### config.mk
export PLATFORM = sky130hd
export DESIGN_NAME = config_shadow_bank
export DESIGN_NICKNAME = d
export VERILOG_FILES = /design/src/rtl/config_shadow_bank.sv
export SDC_FILE = /design/constraint.sdc
export NUM_CORES = 1
export LEC_CHECK = 0
export ABC_AREA = 1
export BUFFER_PORTS_ARGS = -buffer_cell sky130_fd_sc_hd__buf_2
export CORE_MARGIN = 2
export CORE_UTILIZATION = 35
export DETAILED_ROUTE_END_ITERATION = 10
export SLEW_MARGIN = 20
export SYNTH_ARGS = -nofsm -noshare
export SYNTH_HDL_FRONTEND = slang
export SYNTH_SLANG_ARGS = --single-unit
### constraint.sdc
create_clock -name clk -period 20.2 [get_ports clk]
set_input_delay 0 -clock clk [delete_from_list [all_inputs] [get_ports clk]]
set_output_delay 0 -clock clk [all_outputs]
set_load 0.02 [all_outputs]
### src/rtl/config_shadow_bank.sv
// Bank of shadow configuration registers with an atomic, hold-aware commit
// into the active copy seen by the consumer.
module config_shadow_bank #(
  parameter int NUM_REGS  = 4,
  parameter int DATA_BITS = 64,
  parameter int ADDR_BITS = 6
) (
  input  logic                          clk,
  input  logic                          rst,
  input  logic                          cfg_valid,
  input  logic [ADDR_BITS-1:0]          cfg_addr,
  input  logic [DATA_BITS-1:0]          cfg_data,
  input  logic                          hold,
  output logic [NUM_REGS*DATA_BITS-1:0] active_regs,
  output logic                          update,
  output logic                          pending,
  output logic [15:0]                   commit_count,
  output logic                          addr_err
);

  localparam logic [ADDR_BITS-1:0] COMMIT_ADDR  = ADDR_BITS'(NUM_REGS);
  localparam logic [ADDR_BITS-1:0] ERR_CLR_ADDR = ADDR_BITS'(NUM_REGS + 1);

  typedef enum logic {IDLE, PEND} state_t;

  state_t               state_q, state_d;
  logic [DATA_BITS-1:0] shadow_q [NUM_REGS];
  logic [DATA_BITS-1:0] active_q [NUM_REGS];
  logic                 update_q;
  logic [15:0]          count_q, count_d;
  logic                 err_q, err_d;

  logic shadow_wr, commit_req, err_clr, unmapped, transfer;

  assign shadow_wr  = cfg_valid && (cfg_addr < COMMIT_ADDR);
  assign commit_req = cfg_valid && (cfg_addr == COMMIT_ADDR) && cfg_data[0];
  assign err_clr    = cfg_valid && (cfg_addr == ERR_CLR_ADDR);
  assign unmapped   = cfg_valid && (cfg_addr > ERR_CLR_ADDR);

  // A commit arriving while already pending simply merges into the outstanding one.
  always_comb begin
    state_d  = state_q;
    transfer = 1'b0;
    case (state_q)
      IDLE: begin
        if (commit_req) begin
          if (hold) state_d = PEND;
          else      transfer = 1'b1;
        end
      end
      PEND: begin
        if (!hold) begin
          transfer = 1'b1;
          state_d  = IDLE;
        end
      end
      default: state_d = IDLE;
    endcase
  end

  always_comb begin
    err_d = err_q;
    if (unmapped)     err_d = 1'b1;
    else if (err_clr) err_d = 1'b0;
    count_d = transfer ? count_q + 16'd1 : count_q;
  end

  always_ff @(posedge clk or posedge rst) begin
    if (rst) begin
      state_q  <= IDLE;
      update_q <= 1'b0;
      count_q  <= '0;
      err_q    <= 1'b0;
    end else begin
      state_q  <= state_d;
      update_q <= transfer;
      count_q  <= count_d;
      err_q    <= err_d;
    end
  end

  // Transfer reads the registered shadow, so a same-cycle shadow write is not included.
  always_ff @(posedge clk or posedge rst) begin
    if (rst) begin
      for (int i = 0; i < NUM_REGS; i++) begin
        shadow_q[i] <= '0;
        active_q[i] <= '0;
      end
    end else begin
      for (int i = 0; i < NUM_REGS; i++) begin
        if (shadow_wr && (cfg_addr == ADDR_BITS'(i))) shadow_q[i] <= cfg_data;
        if (transfer) active_q[i] <= shadow_q[i];
      end
    end
  end

  for (genvar gi = 0; gi < NUM_REGS; gi++) begin : g_active
    assign active_regs[gi*DATA_BITS +: DATA_BITS] = active_q[gi];
  end

  assign update       = update_q;
  assign pending      = (state_q == PEND);
  assign commit_count = count_q;
  assign addr_err     = err_q;

endmodule

==> metrics <==
top cell type's share of synthesized area between 60% and 70%; Slew headroom slightly below 30%; VDD IR-drop max 0.0602 mV; Port-buffer cells ~350; top cells by area, synth dfrtp_1, nand2_1, o21ai_0, inv_1, clkbuf_1; CTS tree built; initial antenna violation count 0; xor/xnor cell area share of the yosys netlist less than 1%; YS warnings 0; placed insts ~3100; Via density approximately 4.7; HP Class input port to asynchronous set/reset pin; total core area between 50000 and 60000 um2; Layout area overhead 25.1%; FP Rows between 80 and 90; CP endpoint kind flop; Clock Skews 0.0120 ns; Worst Setup Path Type input port to flop; Synth Area in Compound Gates 6.73%; Final Slew Violations 0; post-synthesis cell type count 18; Critical R2R Launch pending; FILL cells 5466; Critical Path Fanout Max roughly 90; status finished, final reports clean; first-pass GRT wire length 85100 um; syn_area_per_cell a little over 9 um2; # Max-Cap Violations 0; via count roughly 15000; DR pass1 iterations 5; cell count after synthesis approximately 2100; Worst Tran Pin Value roughly 1.1 ns; crit share post-route 18.7%; share of cells above drive strength 1 between 10% and 20%; RePlAce Congestion 0.819; Initial Utilization 35.3%; Fin. Hold Viols 0; R2R Path End active_regs[159]; width of the die between 200 and 250 um; number of global-route vias before repair approximately 15000; clk_lat worst skew 0.59 ns; R2R cell count 6; Yosys top cell by area dfrtp_1; setup bufs post-CTS 0; Netlist Area Pre-Place between 15000 and 20000 um2; post-synthesis mux area share 0%; CTS Root Cell clkbuf_16; routed wire length 52300 um; GR Util All Layers 17.8%; Post-Layout Cell Count 3320; Yosys reg bits 531; CP Launch Type input port; die area ~60000 um2; Worst Path Arrival roughly 4.3 ns; Highest Clock Rate 265 MHz; Post-DRT Antenna Nets 0; syn nets 2214; maximum clock insertion buffer count 3; H-Tree Depth 2; DR WL/cell roughly 16 um; Die Ht between 200 and 250 um; simple-gate area share of the yosys netlist 21.8%; adder-cell area share of the yosys netlist 0.0630%; R2R Setup Slk about 17 ns; Sink Count around 530; remaining global-route overflow 0; register area share after synthesis between 60% and 70%; CTS Buf Count 56; pin count of the biggest net entering global routing approximately 160; Iter 0 DRT Violations 1078; clk slew on worst S/H paths 0.06 ns; Pwr per Cell Area approximately 98 nW/um2; drc violations 0; critical path required time about 21 ns; setup TNS 0 ns; Final Critical Period 3.78 ns; NumNets Final roughly 2600; RSZ-0062 raised after global routing no; final setup fails 0; Final HPWL DP ~32000 um; Antenna Diode Count 0; Lkg Pwr about 14 nW; Critical path origin cfg_addr[1]; largest family of logic cells by synthesized area simple AND/OR/NAND/NOR gates; I/O pin total 349
==> worst max path at each step <==
stage | end | slack [ns] | cells after the start
2_1_floorplan | active_regs[0] | 5.36 | 1
3_3_place_gp | active_regs[92] | 16.98 | 8
3_5_place_dp | active_regs[159] | 16.89 | 8
4_1_cts | active_regs[159] | 16.47 | 10
5_1_grt | active_regs[97] | 16.15 | 10
6_report | active_regs[159] | 16.42 | 10
==> flip-flops by register name, summed over array words and instances (netlist names) <==
signal        flops
active_regs     256
addr_err          1
commit_count     16
pending           1
shadow_q        256
update            1
==> repair_timing <==
| item | CTS | global route |
|---|---|---|
| hold buffers | 73 | 0 |
| resized for setup | 0 | 0 |
| endpoints found under the setup margin | 0 | 0 |
| hold endpoints to repair | 398 | 0 |
==> layout by cell type, fill, tap and decap left out, types with 6 or more instances in the layout <==
master,instances
bufinv_16,6
buf_4,12
dfrtp_1,531
nor2_1,21
inv_1,78
nand4_1,6
clkbuf_8,14
clkbuf_16,57
o21ai_0,260
nand3_1,7
buf_2,348
nand2_1,1101
dlygate4sd3_1,73
clkinv_2,14
clkbuf_1,9
xnor2_1,7
==> power by group <==
group          switching (mW)  total (mW)  internal, mW
Combinational           0.109       0.172        0.0639
Clock                   0.424        1.07         0.645
Sequential             0.0504        1.20          1.15
Total                   0.583        2.44          1.86
==> synth_stat cells <==
cell      number
a21oi_1        1
a21oi_4        1
buf_2         27
buf_4         21
buf_6          1
clkbuf_1      66
dfrtp_1      531
ha_1           1
inv_1         79
nand2_1     1104
nand3_1        9
nand3b_1       1
nand4_1        6
nand4_2        1
nor2_1        21
o21a_1         2
o21ai_0      260
xnor2_1        7
==> per-stage QoR <==
| stage | area (um2) | hold slack [ns] | setup slack [ns] | power (mW) | util, % |
|---|---|---|---|---|---|
| CTS | 24900 | 0.143 | 16.47 | 2.47 | 44.2 |
| global route | 24900 | 0.185 | 16.15 | 2.55 | 44.2 |
| detailed placement | 22200 | 0.240 | 16.89 | 1.38 | 39.4 |
| floorplan | 19900 | 0.125 | 5.36 | 1.32 | - |
| global placement | 22200 | 0.239 | 16.98 | 1.38 | 39.4 |
| finish | 24900 | 0.108 | 16.42 | 2.44 | 44.2 |
==> worst max-delay path, cell delays in order <==
cell           delay (ns)
dlygate4sd3_1        0.53
buf_2                0.15
nor2_1               0.30
nand4_2              0.17
dlygate4sd3_1        0.62
a21oi_4              0.60
buf_4                0.69
buf_4                0.85
nand2_1              0.15
nand2_1              0.10
==> kinds of logic after synthesis <==
logic type	Yosys count
flops	531
buf+inv	194
compound gates	264
simple gates	1142
fa+ha+maj	1
xor+xnor	7
==> cell type report <==
class	instances	area, um2	area share, %
multi-input combinational	1414	5780	23.3
tap	756	946	3.80
inverter	79	304	1.22
timing repair buffer	435	2590	10.4
sequential	531	13300	53.4
clock buffer	80	1650	6.65
clock inverter	25	292	1.17
==> routing by layer <==
metal	global-route usage (%)	share of wire, %	vias to the layer above
li1	-	-	7380
met4	4.32	2.0	0
met5	0	0	-
met1	25.1	46	7633
met3	3.71	5.6	72
met2	28.3	47	400
(Power assumes the default switching activity.)
